$ cat src/rtl/weight_slice_loader.sv
`default_nettype none
// ============================================================================
// Module      : weight_slice_loader
// Description : Packs ks*ks streamed weight values into one kernel slice and
//               issues one slice-wide weight RAM write per completed slice.
//               Optional macro WEIGHT_LOADER_BASE_ADDR_EN adds a base_addr input.
// Revision    : 1.0 - initial release
// ============================================================================
module weight_slice_loader #(
    parameter int DATA_WIDTH       = 16,
    parameter int KERNEL_SIZE_MAX  = 3,
    parameter int WRITE_ADDR_WIDTH = 10,
    parameter int KS_WIDTH         = 2
) (
    input  logic                                              clk,
    input  logic                                              rst_n,
    input  logic                                              start,
    input  logic [KS_WIDTH-1:0]                               kernel_size,
    input  logic [WRITE_ADDR_WIDTH-1:0]                       slice_count,
`ifdef WEIGHT_LOADER_BASE_ADDR_EN
    input  logic [WRITE_ADDR_WIDTH-1:0]                       base_addr,
`endif
    input  logic                                              s_valid,
    input  logic [DATA_WIDTH-1:0]                             s_data,
    output logic                                              s_ready,
    output logic                                              ena_w,
    output logic [WRITE_ADDR_WIDTH-1:0]                       addr_write,
    output logic [KERNEL_SIZE_MAX*KERNEL_SIZE_MAX*DATA_WIDTH-1:0] din,
    output logic                                              busy,
    output logic                                              done,
    output logic                                              cfg_err
);

    localparam int c_ELEMS   = KERNEL_SIZE_MAX * KERNEL_SIZE_MAX;
    localparam int c_SLICE_W = c_ELEMS * DATA_WIDTH;
    localparam int c_CNT_W   = $clog2(c_ELEMS + 1);
    localparam logic [KS_WIDTH-1:0] c_KS_MAX = KS_WIDTH'(KERNEL_SIZE_MAX);

    typedef enum logic [1:0] {
        S_IDLE = 2'd0,
        S_LOAD = 2'd1,
        S_FIN  = 2'd2
    } state_t;

    state_t                        r_state;
    state_t                        w_state_nxt;
    logic [c_SLICE_W-1:0]          r_buf;
    logic [c_SLICE_W-1:0]          w_slice;
    logic [c_CNT_W-1:0]            r_elem_cnt;
    logic [c_CNT_W-1:0]            r_ks_sq;
    logic [WRITE_ADDR_WIDTH-1:0]   r_slice_cnt;
    logic [WRITE_ADDR_WIDTH-1:0]   r_slice_total;
    logic [WRITE_ADDR_WIDTH-1:0]   w_addr;
    logic [c_CNT_W-1:0]            w_ks_ext;
    logic [c_CNT_W-1:0]            w_ks_sq;
    logic                          w_ks_ok;
    logic                          w_start_go;
    logic                          w_start_bad;
    logic                          w_start_empty;
    logic                          w_hs;
    logic                          w_slice_end;
    logic                          w_load_end;

    assign w_ks_ext = c_CNT_W'(kernel_size);
    assign w_ks_sq  = w_ks_ext * w_ks_ext;
    assign w_ks_ok  = (kernel_size != '0) && (kernel_size <= c_KS_MAX);
    assign s_ready  = (r_state == S_LOAD);
    assign busy     = (r_state != S_IDLE);

`ifdef WEIGHT_LOADER_BASE_ADDR_EN
    logic [WRITE_ADDR_WIDTH-1:0]   r_base;

    always_ff @(posedge clk or negedge rst_n) begin
        if (!rst_n) begin
            r_base <= '0;
        end else if (w_start_go) begin
            r_base <= base_addr;
        end
    end

    // Address wraps modulo 2^WRITE_ADDR_WIDTH by natural truncation.
    assign w_addr = r_base + r_slice_cnt;
`else
    assign w_addr = r_slice_cnt;
`endif

    always_ff @(posedge clk or negedge rst_n) begin
        if (!rst_n) begin
            r_state <= S_IDLE;
        end else begin
            r_state <= w_state_nxt;
        end
    end

    always_comb begin
        w_state_nxt   = r_state;
        w_start_go    = 1'b0;
        w_start_bad   = 1'b0;
        w_start_empty = 1'b0;
        w_hs          = 1'b0;
        w_slice_end   = 1'b0;
        w_load_end    = 1'b0;
        w_slice       = r_buf;
        w_slice[r_elem_cnt*DATA_WIDTH +: DATA_WIDTH] = s_data;
        case (r_state)
            S_IDLE: begin
                if (start) begin
                    if (!w_ks_ok) begin
                        w_start_bad = 1'b1;
                    end else if (slice_count == '0) begin
                        w_start_empty = 1'b1;
                    end else begin
                        w_start_go  = 1'b1;
                        w_state_nxt = S_LOAD;
                    end
                end
            end
            S_LOAD: begin
                w_hs        = s_valid;
                w_slice_end = s_valid && (r_elem_cnt == r_ks_sq - 1'b1);
                w_load_end  = w_slice_end && (r_slice_cnt == r_slice_total - 1'b1);
                if (w_load_end) begin
                    w_state_nxt = S_FIN;
                end
            end
            S_FIN: begin
                w_state_nxt = S_IDLE;
            end
            default: begin
                w_state_nxt = S_IDLE;
            end
        endcase
    end

    always_ff @(posedge clk or negedge rst_n) begin
        if (!rst_n) begin
            r_buf         <= '0;
            r_elem_cnt    <= '0;
            r_ks_sq       <= '0;
            r_slice_cnt   <= '0;
            r_slice_total <= '0;
            ena_w         <= 1'b0;
            addr_write    <= '0;
            din           <= '0;
            done          <= 1'b0;
            cfg_err       <= 1'b0;
        end else begin
            ena_w   <= 1'b0;
            done    <= w_start_empty || (r_state == S_FIN);
            cfg_err <= w_start_bad;
            if (w_start_go) begin
                r_ks_sq       <= w_ks_sq;
                r_slice_total <= slice_count;
                r_slice_cnt   <= '0;
                r_elem_cnt    <= '0;
                r_buf         <= '0;
            end
            if (w_hs) begin
                if (w_slice_end) begin
                    // Buffer clears on the write edge so the next slice can start without a bubble.
                    ena_w       <= 1'b1;
                    din         <= w_slice;
                    addr_write  <= w_addr;
                    r_buf       <= '0;
                    r_elem_cnt  <= '0;
                    r_slice_cnt <= r_slice_cnt + 1'b1;
                end else begin
                    r_buf      <= w_slice;
                    r_elem_cnt <= r_elem_cnt + 1'b1;
                end
            end
        end
    end

endmodule
`default_nettype wire

$ cat config.mk
export PLATFORM = sky130hd
export DESIGN_NAME = weight_slice_loader
export DESIGN_NICKNAME = d
export VERILOG_FILES = /design/src/rtl/weight_slice_loader.sv
export SDC_FILE = /design/constraint.sdc
export NUM_CORES = 1
export LEC_CHECK = 0
export BUFFER_PORTS_ARGS = -buffer_cell sky130_fd_sc_hd__buf_4
export CORE_UTILIZATION = 55
export DETAILED_ROUTE_END_ITERATION = 7
export PLACE_DENSITY = 0.77
export SLEW_MARGIN = 20
export SYNTH_ARGS = -nofsm -noshare
export SYNTH_HDL_FRONTEND = slang
export SYNTH_SLANG_ARGS = --single-unit
export TNS_END_PERCENT = 30
$ cat constraint.sdc
create_clock -name clk -period 2.6 [get_ports clk]
set_input_delay 0.13 -clock clk [delete_from_list [all_inputs] [get_ports clk]]
set_output_delay 0.13 -clock clk [all_outputs]
set_load 0.01 [all_outputs]
Word level (Yosys, flattened, before mapping)
Index checks and enable logic that the tools add are counted.
{"block": "op_classes", "add_sub_neg": 5, "n_mul": 1, "magnitude_cmp": 1, "n_eq_ne": 8, "shift": 2, "n_mux": 30, "n_reduce_logical": 11}
{"op": "two-way mux 144 bit", "count": 3}
{"op": "bitwise mux 144 bit", "count": 1}
{"op": "variable shift 16 x 34 -> 144 bit, first input constant", "count": 1}
{"op": "indexed part select 16 x 34 -> 144 bit", "count": 1}
{"op": "negation 8 -> 34 bit", "count": 1}
{"op": "two-way mux 10 bit", "count": 3}
{"op": "two-way mux 1 bit", "count": 15}
{"op": "two-way mux 4 bit", "count": 3}
{"op": "adder 10 x 1 -> 10 bit, second input constant", "count": 1}
{"op": "equality test 10 bit", "count": 1}
{"op": "logical NOT 10 bit", "count": 1}
{"op": "subtractor 10 x 1 -> 10 bit, second input constant", "count": 1}
{"op": "two-way mux 2 bit", "count": 4}
{"op": "!= test 2 bit, second input constant", "count": 3}
{"op": "nonzero test 2 bit", "count": 3}
{"op": "adder 4 x 1 -> 4 bit, second input constant", "count": 1}
{"op": "equality test 4 bit", "count": 1}
{"op": "multiplier 2 x 2 -> 4 bit", "count": 1}
{"op": "case mux 2 bit (2 select lines)", "count": 1}
{"op": "AND reduction 4 bit", "count": 1}
{"op": "subtractor 4 x 1 -> 4 bit, second input constant", "count": 1}
{"op": "logical AND 1 bit", "count": 3}
{"op": "equality test 2 x 1 -> 1 bit, second input constant", "count": 1}
{"op": "equality test 2 bit, second input constant", "count": 1}
{"op": "other kinds (5)", "count": 5}
{"block": "totals", "ff_bits": 331, "input_bits": 32}

Depth between registers and ports, before layout
Gate-level depths: netlist (run 1).
{"block": "logic_depth", "word_depth": 8, "mapped_depth": 12, "ltp_nobuf": 8}

Least setup slack after synthesis (run 1)
OpenSTA, ideal clock, no wires.
{"block": "synth_path", "path_type": "register to register", "start": "reg r_elem_cnt[0]", "end": "reg r_buf[71]", "setup_time_ns": 0.066, "arrival_ns": 2.344, "t_required_ns": 2.534, "slack_ns": 0.190, "stages_incl_launch_ff": 11, "period_less_slack_ns": 2.410, "cell_sequence": "dfrtp_1 > buf_4 > inv_1 > ha_1 > clkbuf_1 > nor3_1 > buf_2 > nand3_2 > nor2_1 > buf_4 > a22o_1"}
{"block": "synth_via", "elab_chain_len": 5}
{"item": "from (decl)", "line": "49", "rtl": "logic [c_CNT_W-1:0] r_elem_cnt;"}
{"item": "from (signal assigned)", "line": "169", "rtl": "r_elem_cnt <= r_elem_cnt + 1'b1;"}
{"item": "negation 8 -> 34 bit / equality test 4 bit (equally long branches)", "line": "104, 120"}
{"item": "indexed part select 16 x 34 -> 144 bit (tied with other cells)", "line": "104", "rtl": "w_slice[r_elem_cnt*DATA_WIDTH +: DATA_WIDTH] = s_data;"}
{"item": "bitwise mux 144 bit / two-way mux 1 bit (equally long branches)", "line": "104, 105"}
{"item": "two-way mux 144 bit (*)", "line": "159", "rtl": "if (w_slice_end) begin"}
{"item": "two-way mux 144 bit (*)", "line": "158", "rtl": "if (w_hs) begin"}
{"item": "to (signal assigned)", "line": "168", "rtl": "r_buf <= w_slice;"}
{"item": "to (decl)", "line": "47", "rtl": "logic [c_SLICE_W-1:0] r_buf;"}
Mark *: on every way between the ends. The rest lies on a longest branch, timed or not.
A chain may end at the register's enable or synchronous reset.

Final worst setup path (run 1)
{"block": "layout_path", "start": "reg r_elem_cnt[1]", "end": "reg r_buf[65]"}
The elaborated chain is that of the path after synthesis.

==> flow_metrics.env, run 1 <==
export IMPL_max_stage_delay_ps=500
export IMPL_fp_dieArea_um2=27000
export IMPL_rsz0062_at_grt="false"
export IMPL_slew_headroom_pct=47.7
export IMPL_final_layout_size_suffix_gt1_share_pct=21.1
export IMPL_syn_to_final_growth_pct=21.3
export IMPL_hpwlAfterDp_um=24500
export IMPL_cp_slowest_cell="and4b_2"
export IMPL_reg2reg_from="r_elem_cnt[1]"
export IMPL_post_cts_buffers=0
export IMPL_setup_viol=0
export IMPL_vias=11741
export IMPL_clock_skew_ps=15.6
export IMPL_cts_buffers=35
export IMPL_crit_chain="inv_1 > ha_1 > xnor2_2 > and2_1 > and4b_2 > o21ai_4 > a22o_1"
export IMPL_finalCritPeriodShare_pct=95.5
export IMPL_grt_pass1_vias=11138
export IMPL_synth_area_leaders="dfrtp_1 (57%), a21oi_1 (7.1%), nor2_1 (6.3%)"
export IMPL_r2r_end="r_buf[65]"
export IMPL_period_minus_slack_ps=2480
export IMPL_ys_seq_elements=330
export IMPL_synth_warning_count=0
export IMPL_antenna_found_initial=0
export IMPL_ys_types=63
export IMPL_cts_clk_slew_worst_paths_ps=60
export IMPL_clk_path_buf_depth=3
export IMPL_async_reset_ff_share_pct=100
export IMPL_cts_tree="built"
export IMPL_cp_end_kind="flop"
export IMPL_max_cap_viol_count=0
export IMPL_fin_hold_ws_ps=25.4
export IMPL_grtUsageMet2_pct=44.5
export IMPL_power_per_cell_area_nw_per_um2=1160
export IMPL_worstSetupEndpoint="r_buf[65]"
export IMPL_timing_fmax_mhz=403
export IMPL_reg2reg_slack_ps=120
export IMPL_clock_latency_ps=520
export IMPL_port_buffers=190
export IMPL_outcome="finished clean"
export IMPL_synth_edf_count=0
export IMPL_overflow=0
export IMPL_syn_num_nets=1472
export IMPL_syn_area_um2=14500
export IMPL_drc_errors=0
export IMPL_cp_required_ps=3000
export IMPL_path_max_fanout=17
export IMPL_synth_area_leader_cell="dfrtp_1"
export IMPL_h_tree_depth=2
export IMPL_use_met3_pct=5.35
export IMPL_grt_max_degree=123
export IMPL_grt_pass1_wl_um=60200
export IMPL_die_h_um=164
export IMPL_vdd_ir_drop_max_mv=0.761
export IMPL_syn_area_per_cell_um2=10.1
export IMPL_via_per_inst=5.99
export IMPL_start_util_pct=55.8
export IMPL_grt_met1_usage_pct=41.0
export IMPL_fp_coreArea_um2=26000
export IMPL_synth_top_area_share_pct=56.9
export IMPL_dr_pass1_iters=7
export IMPL_p_leak_uw=0.00801
export IMPL_tns_ps=0
export IMPL_hold_class="in2reg"
export IMPL_layout_nets=1639
export IMPL_rows=59
export IMPL_grt_busiest_layer="met2"
export IMPL_crit_start="r_elem_cnt[1]"
export IMPL_synthFlopType="dfrtp_1"
export IMPL_grt_usage_pct=28.6
export IMPL_crit_type="reg2reg"
export IMPL_tightest_slew_ps=784
export IMPL_synth_cells=1431
export IMPL_fp_dieW_um=164
export IMPL_drt_iter0_drc=1220
export IMPL_cts_sinks=330
export IMPL_crit_arrival_ps=2880
export IMPL_finalWirelength_um=38200
export IMPL_seq_area_frac_synth_pct=56.9
export IMPL_start_kind="flop"
export IMPL_reg2regPathDepth=7
export IMPL_clockRootBuffer="clkbuf_16"
export IMPL_ios=191
export IMPL_drv_slew=0
export IMPL_finalHoldViolations=0
export IMPL_gp_congestion=0.922
export IMPL_wl_per_cell_um=19.5
export IMPL_drtAntennaViolNets=0
-- layout by cell type, fill, tap and decap left out, types with 4 or more instances in the layout --
cell type      netlist  final
xnor2_1              9      9
a32o_1              46     46
inv_1               17     17
xor2_1               8      8
a22o_1              66     66
mux2i_1             18     18
nor3_1              10      8
clkbuf_16            0     35
clkinv_2             0     11
nand4_1              5      5
a31oi_1             38     38
o21ai_4              5      6
and3_1              20     20
clkinvlp_4           0      4
nand2_1            125    125
nor2_4               0      4
a21oi_1            207    207
o2bb2ai_1           32     32
clkbuf_8             0      4
nand3_1             32     32
nand2b_1             5      5
ha_1                 9      9
dfrtp_1            330    328
o21ai_0             13     13
buf_12               0      9
mux2_2              10     10
dlygate4sd3_1        0     15
nor2_1             245    242
or2_2                4      4
buf_4                6    225
-- kinds of logic (layout without fill, tap and decap cells) --
logic type | count (synthesis) | in the layout | share of synthesized area, %
compound gates | 428 | 428 | 20.1
xor+xnor | 19 | 19 | 1.29
fa+ha+maj | 9 | 9 | 0.776
buf+inv | 137 | 330 | 4.32
flops | 330 | 330 | 56.9
mux | 28 | 28 | 2.02
other cells | 0 | 1 | 0
simple gates | 480 | 480 | 14.6
-- how the worst min path moves through the flow --
stage	startpoint	endpoint	depth (start not counted)
final	s_data[0]	din[128]	3
after global routing	s_data[0]	din[128]	3
after CTS	s_data[1]	din[129]	3
after detailed placement	rst_n	addr_write[7]	1
after global placement	rst_n	addr_write[7]	1
after floorplan	rst_n	addr_write[0]	0
-- per-stage QoR --
step,worst slack (ps),area (µm²),utilization (%),total power [µW],std cells
after floorplan,190,14500,-,12100,1431
after global placement,45.0,16300,62.6,15200,1881
after detailed placement,-136,16300,62.6,15500,1881
after CTS,35.4,17600,67.6,20500,1959
after global routing,24.8,17600,67.7,21800,1959
final,116,17600,67.7,20500,1960
-- flip-flops by register name (all words and copies together), names as in the netlist --
| register | flops |
|---|---|
| r_ks_sq | 3 |
| din | 144 |
| addr_write | 10 |
| r_slice_cnt | 10 |
| done | 1 |
| cfg_err | 1 |
| r_slice_total | 10 |
| r_buf | 144 |
| ena_w | 1 |
| r_elem_cnt | 4 |
| r_state | 2 |
-- final cells by class --
class                      count  area [µm²]
antenna                        1        2.50
clock buffer                  42         942
clock inverter                21         201
fill                        1991        8390
inverter                      17        63.8
multi-input combinational    964        5670
sequential                   330        8260
tap                          335         419
timing repair buffer         250        2030
-- critical path, delay by kind of cell, from the launching register on --
| kind | cells | cell delay, ps |
|---|---|---|
| xor+xnor | 1 | 240 |
| fa+ha+maj | 1 | 290 |
| buf+inv | 1 | 110 |
| simple gates | 2 | 800 |
| flops | 1 | 470 |
| compound gates | 2 | 440 |
-- report_power, final --
part,total (µW),internal (µW),switching (µW),leakage [µW]
clock,4960,2900,2050,0.000563
combinational,7680,3330,4340,0.00316
sequential,7850,6700,1150,0.00429
total,20500,12900,7540,0.00801
-- what timing repair did --
action / 4_1_cts / 5_1_grt
endpoints found under the setup margin: 38 / 130
hold endpoints to repair: 75 / 0
hold buffers: 15 / 0
gates resized for setup: 3 / 6
-- routing by layer --
metal | vias up | wire, µm | share of wire, %
li1 | 5405 | - | -
met1 | 5757 | 16100 | 42
met2 | 516 | 18000 | 47
met3 | 63 | 3160 | 8.3
met4 | 0 | 860 | 2.3
met5 | - | 0 | 0
-- cell usage after synthesis (all sizes together), types with 8 or more instances --
| cell type | n |
|---|---|
| dfrtp | 330 |
| nor2 | 249 |
| a21oi | 207 |
| nand2 | 127 |
| a22o | 66 |
| clkbuf | 66 |
| buf | 54 |
| a32o | 46 |
| a31oi | 38 |
| nand3 | 35 |
| o2bb2ai | 32 |
| o21ai | 21 |
| and3 | 20 |
| mux2i | 18 |
| inv | 17 |
| nor3 | 11 |
| mux2 | 10 |
| xnor2 | 10 |
| ha | 9 |
| xor2 | 8 |
Power figures use the tool's default switching activity.
==> run 2: changes to the inputs <==
--- a/config.mk
+++ b/config.mk
@@ -6,9 +6,10 @@
 export NUM_CORES = 1
 export LEC_CHECK = 0
 export BUFFER_PORTS_ARGS = -buffer_cell sky130_fd_sc_hd__buf_4
-export CORE_UTILIZATION = 55
+export CORE_UTILIZATION = 41
+export CTS_CLUSTER_DIAMETER = 120
 export DETAILED_ROUTE_END_ITERATION = 7
-export PLACE_DENSITY = 0.77
+export RECOVER_POWER = 100
 export SLEW_MARGIN = 20
 export SYNTH_ARGS = -nofsm -noshare
 export SYNTH_HDL_FRONTEND = slang
==> flow_metrics.env, run 2 (synthesis results as in run 1) <==
export IMPL_outcome="complete, but fails checks"
export IMPL_violations="capacitance limit, slew limit"
export IMPL_cp_end_kind="flop"
export IMPL_clock_latency_ps=520
export IMPL_clock_skew_ps=15.2
export IMPL_finalCritPeriodShare_pct=94.5
export IMPL_port_buffers=190
export IMPL_finalHoldViolations=0
export IMPL_cts_clk_slew_worst_paths_ps=50
export IMPL_path_max_fanout=16
export IMPL_top_regs="din (144), r_buf (144)"
export IMPL_grt_busiest_layer="met2"
export IMPL_die_h_um=190
export IMPL_diodes=0
export IMPL_vdd_ir_drop_max_mv=0.565
export IMPL_final_layout_size_suffix_gt1_share_pct=11.3
export IMPL_max_cap_viol_count=1
export IMPL_via_per_inst=5.49
export IMPL_crit_type="in2reg"
export IMPL_syn_to_final_growth_pct=19.1
export IMPL_dr_pass1_iters=5
export IMPL_drt_iter0_drc=841
export IMPL_gp_congestion=0.864
export IMPL_finalWirelength_um=39700
export IMPL_power_per_cell_area_nw_per_um2=1150
export IMPL_slew_headroom_pct=-42.9
export IMPL_grt_pass1_wl_um=63200
export IMPL_fillers=3281
export IMPL_timing_fmax_mhz=407
export IMPL_tightest_slew_ps=2140
export IMPL_drv_slew=87
export IMPL_fp_dieArea_um2=36100
export IMPL_wl_per_cell_um=19.0
export IMPL_clockRootBuffer="clkbuf_16"
export IMPL_cp_required_ps=3040
export IMPL_grt_met1_usage_pct=32.7
export IMPL_fin_hold_ws_ps=24.9
export IMPL_post_cts_buffers=0
export IMPL_cts_sinks=330
export IMPL_antenna_found_initial=0
export IMPL_final_common_cell="dfrtp_1"
export IMPL_tns_ps=0
export IMPL_hold_class="in2reg"
export IMPL_vias=11479
export IMPL_drtAntennaViolNets=0
export IMPL_hpwlAfterDp_um=26300
export IMPL_layout_nets=1652
export IMPL_drc_errors=0
export IMPL_period_minus_slack_ps=2460
export IMPL_overflow=0
export IMPL_rows=68
export IMPL_use_met3_pct=3.78
export IMPL_start_kind="input pin"
export IMPL_cts_buffers=37
export IMPL_clk_path_buf_depth=3
export IMPL_rsz0062_at_grt="false"
export IMPL_crit_arrival_ps=2900
export IMPL_setup_viol=0
export IMPL_start_util_pct=41.8
export IMPL_grt_max_degree=90
export IMPL_grt_pass1_vias=11044
export IMPL_grt_usage_pct=22.2
export IMPL_grtUsageMet2_pct=33.9
export IMPL_final_cell_mix="dfrtp_1 (330), nor2_1 (242), a21oi_1 (207)"
export IMPL_fp_coreArea_um2=34700
export IMPL_fp_dieW_um=190
export IMPL_ios=191
export IMPL_p_leak_uw=0.00750
export IMPL_h_tree_depth=2
export IMPL_cts_tree="built"
==> run 2: cell types whose count changed in the layout (fill, tap and decap cells not counted), sizes merged <==
cell	previous run	this run
clkinvlp	4	0
clkinv	11	7
dlygate4sd3	15	16
inv	20	18
buf	235	73
bufinv	3	2
clkbuf	42	227
diode	1	0
==> run 2: worst max-delay path, stage by stage <==
cell,delay (ps)
dlygate4sd3_1,540
clkbuf_4,140
or4_4,510
nor4_1,530
or3_1,290
nand2_4,230
o21ai_4,290
a22o_1,220
==> run 2: what timing repair did <==
action | 4_1_cts | 5_1_grt
endpoints found under the hold margin | 98 | 0
hold buffers | 16 | 0
gates resized for setup | 1 | 11
endpoints found under the setup margin | 5 | 109
==> run 2: area by class of cell <==
cell class              instances  area, µm²  area share (%)
flip-flops and latches        330       8260            47.8
well taps                     455        569            3.30
clock buffers                  55       1120            6.46
repair buffers                261       1490            8.60
clock inverters                10        108           0.623
inverters                      17       63.8           0.369
multi-input cells             964       5680            32.9
==> run 2: worst paths after layout <==
kind,from,end,slack (ps),cells past startpoint
setup / recovery,slice_count[5],r_buf[136],140,8
hold / removal,s_data[1],din[129],20,3
setup reg to reg,r_ks_sq[0],r_buf[119],160,9
hold reg to reg,r_state[0],done,460,1
max in group asynchronous,rst_n,din[59],410,3
min in group asynchronous,rst_n,din[90],780,2
==> run 2: power breakdown <==
| part | leakage (µW) | internal [µW] | switching [µW] | total (µW) |
|---|---|---|---|---|
| registers | 0.00429 | 6700 | 1070 | 7770 |
| clock network | 0.000608 | 3170 | 2050 | 5210 |
| logic | 0.00260 | 2490 | 4390 | 6880 |
==> run 2: layer usage <==
layer,wire length [µm],part of all wire (%),up-vias
li1,-,-,5417
met1,18900,48,5692
met2,17900,45,322
met3,2280,5.7,48
met4,626,1.6,0
met5,0,0,-
==> run 2: through the flow <==
stage | utilization [%] | worst slack, ps | instances | total power (µW) | cell area [µm²]
after floorplan | - | 190 | 1431 | 12100 | 14500
after global placement | 47.6 | 79.8 | 2011 | 15500 | 16500
after detailed placement | 47.6 | 0.993 | 2011 | 15700 | 16500
after CTS | 51.6 | 14.5 | 2092 | 21000 | 17900
after global routing | 49.8 | 7.49 | 2092 | 21200 | 17300
final | 49.8 | 143 | 2092 | 19900 | 17300
==> run 3: changes to the inputs <==
==> constraint.sdc (replaced) <==
create_clock -name clk -period 2.76 [get_ports clk]
set_input_delay 0.138 -clock clk [delete_from_list [all_inputs] [get_ports clk]]
set_output_delay 0.138 -clock clk [all_outputs]
set_load 0.01 [all_outputs]
==> flow_metrics.env, run 3 (synthesis results as in run 1) <==
export IMPL_grt_busiest_layer="met2"
export IMPL_vdd_ir_drop_max_mv=0.481
export IMPL_die_h_um=190
export IMPL_p_leak_uw=0.00745
export IMPL_fp_dieW_um=190
export IMPL_clock_skew_ps=8.18
export IMPL_register_area_um2=8260
export IMPL_start_util_pct=41.8
export IMPL_crit_type="reg2reg"
export IMPL_dr_pass1_iters=5
export IMPL_finalCritPeriodShare_pct=91.8
export IMPL_dp_cells=2003
export IMPL_gp_congestion=0.844
export IMPL_crit_arrival_ps=2980
export IMPL_fin_cells=2087
export IMPL_clockRootBuffer="clkbuf_16"
export IMPL_clk_path_buf_depth=3
export IMPL_pwr_share_comb_pct=33.9
export IMPL_cts_tree="built"
export IMPL_multi_input_area_um2=5620
export IMPL_top_regs="din (144), r_buf (144)"
export IMPL_vias=11509
export IMPL_grt_max_degree=82
export IMPL_drt_iter0_drc=963
export IMPL_slew_headroom_pct=-39.4
export IMPL_p_switching_uw=7100
export IMPL_drtAntennaViolNets=0
export IMPL_grt_pass1_vias=11012
export IMPL_cts_sinks=330
export IMPL_final_common_cell="dfrtp_1"
export IMPL_fillers=3267
export IMPL_outcome="complete, but fails checks"
export IMPL_h_tree_depth=2
export IMPL_reg2reg_slack_ps=230
export IMPL_wl_per_cell_um=19.3
export IMPL_tightest_slew_ps=2090
export IMPL_antenna_found_initial=1
export IMPL_drc_errors=0
export IMPL_period_minus_slack_ps=2530
export IMPL_overflow=0
export IMPL_layout_nets=1646
export IMPL_hpwlAfterDp_um=26100
export IMPL_grtUsageMet2_pct=34.2
export IMPL_p_int_uw=11700
export IMPL_clkPwrFrac_pct=27.1
export IMPL_hold_class="in2reg"
export IMPL_p_sw_share_pct=37.8
export IMPL_syn_to_final_growth_pct=18.3
export IMPL_max_cap_viol_count=1
export IMPL_fp_coreArea_um2=34700
export IMPL_final_layout_size_suffix_gt1_share_pct=10.5
export IMPL_cts_clk_slew_worst_paths_ps=60
export IMPL_use_met3_pct=3.45
export IMPL_clock_latency_ps=520
export IMPL_rsz0062_at_grt="false"
export IMPL_ios=191
export IMPL_grt_pass1_wl_um=63700
export IMPL_tns_ps=0
export IMPL_setup_viol=0
export IMPL_fp_dieArea_um2=36100
export IMPL_finalWirelength_um=40300
export IMPL_grt_met1_usage_pct=33.6
export IMPL_drv_slew=81
export IMPL_start_kind="flop"
export IMPL_via_per_inst=5.51
export IMPL_power_per_cell_area_nw_per_um2=1090
export IMPL_path_max_fanout=16
export IMPL_finalHoldViolations=0
export IMPL_port_buffers=190
export IMPL_cp_required_ps=3210
export IMPL_final_cell_mix="dfrtp_1 (330), nor2_1 (243), a21oi_1 (207)"
export IMPL_rows=68
export IMPL_cts_buffers=37
export IMPL_p_seq_share_pct=39.1
export IMPL_cp_end_kind="flop"
export IMPL_grt_usage_pct=22.5
export IMPL_violations="capacitance limit, slew limit"
export IMPL_timing_fmax_mhz=395
==> run 3: cell count changes in the layout (fill, tap and decap cells not counted), moves of 2 or more <==
cell / previous run / this run
o21ai_4: 8 / 5
clkbuf_2: 8 / 6
o21ai_2: 0 / 3
clkinv_2: 6 / 3
nor2_4: 4 / 2
dlygate4sd3_1: 16 / 18
clkbuf_1: 170 / 172
buf_4: 60 / 55
clkbuf_8: 8 / 10
buf_12: 9 / 4
clkbuf_4: 2 / 5
==> run 3: area by class of cell <==
class,count,share of cell area [%]
inverters,17,0.372
multi-input cells,964,32.8
repair buffers,255,8.06
diodes,1,0.0146
well taps,455,3.32
clock buffers,57,6.66
flip-flops and latches,330,48.1
clock inverters,8,0.707
==> run 3: power groups by stage <==
stage | sequential, µW | combinational [µW] | clock [µW]
after floorplan | 7660 | 3770 | 0
after global placement | 7430 | 7170 | 0
after detailed placement | 7440 | 7280 | 0
after CTS | 7380 | 7330 | 5190
after global routing | 7530 | 7120 | 5370
final | 7340 | 6360 | 5090
==> run 3: per-layer routing <==
layer | wire, µm | part of all wire, %
met3 | 2320 | 5.8
met4 | 664 | 1.6
met5 | 0 | 0
met2 | 18100 | 45
met1 | 19200 | 48
==> run 3: timing repair <==
item,in CTS,in global routing
hold buffers,18,0
hold endpoints to repair,94,0
endpoints found under the setup margin,0,23
setup buffers,0,0
gates resized for setup,0,3
==> run 3: path summary, 6_finish.rpt <==
| check | from | to | cells past startpoint |
|---|---|---|---|
| worst max-delay path | r_elem_cnt[2] | r_buf[140] | 6 |
| worst min-delay path | s_data[0] | din[128] | 3 |
| worst max register to register | r_elem_cnt[2] | r_buf[140] | 6 |
| worst min register to register | r_state[0] | done | 1 |
| max in group asynchronous | rst_n | r_buf[108] | 3 |
| min in group asynchronous | rst_n | din[91] | 2 |
==> run 3: critical path: stages (launching register included) <==
cell and delay (ps):
dfrtp_1 580, nor3_2 110, ha_1 340, a21boi_2 360
nand3_1 190, nor2_2 620, a22o_1 260
==> run 3: through the flow <==
stage	total power, µW	hold slack, ps	worst slack [ps]	area (µm²)	utilization [%]
after floorplan	11400	-158	350	14500	-
after global placement	14600	190	204	16400	47.3
after detailed placement	14700	188	141	16400	47.3
after CTS	19900	0.608	125	17900	51.5
after global routing	20000	14.6	3.54	17200	49.5
final	18800	22.0	225	17200	49.5
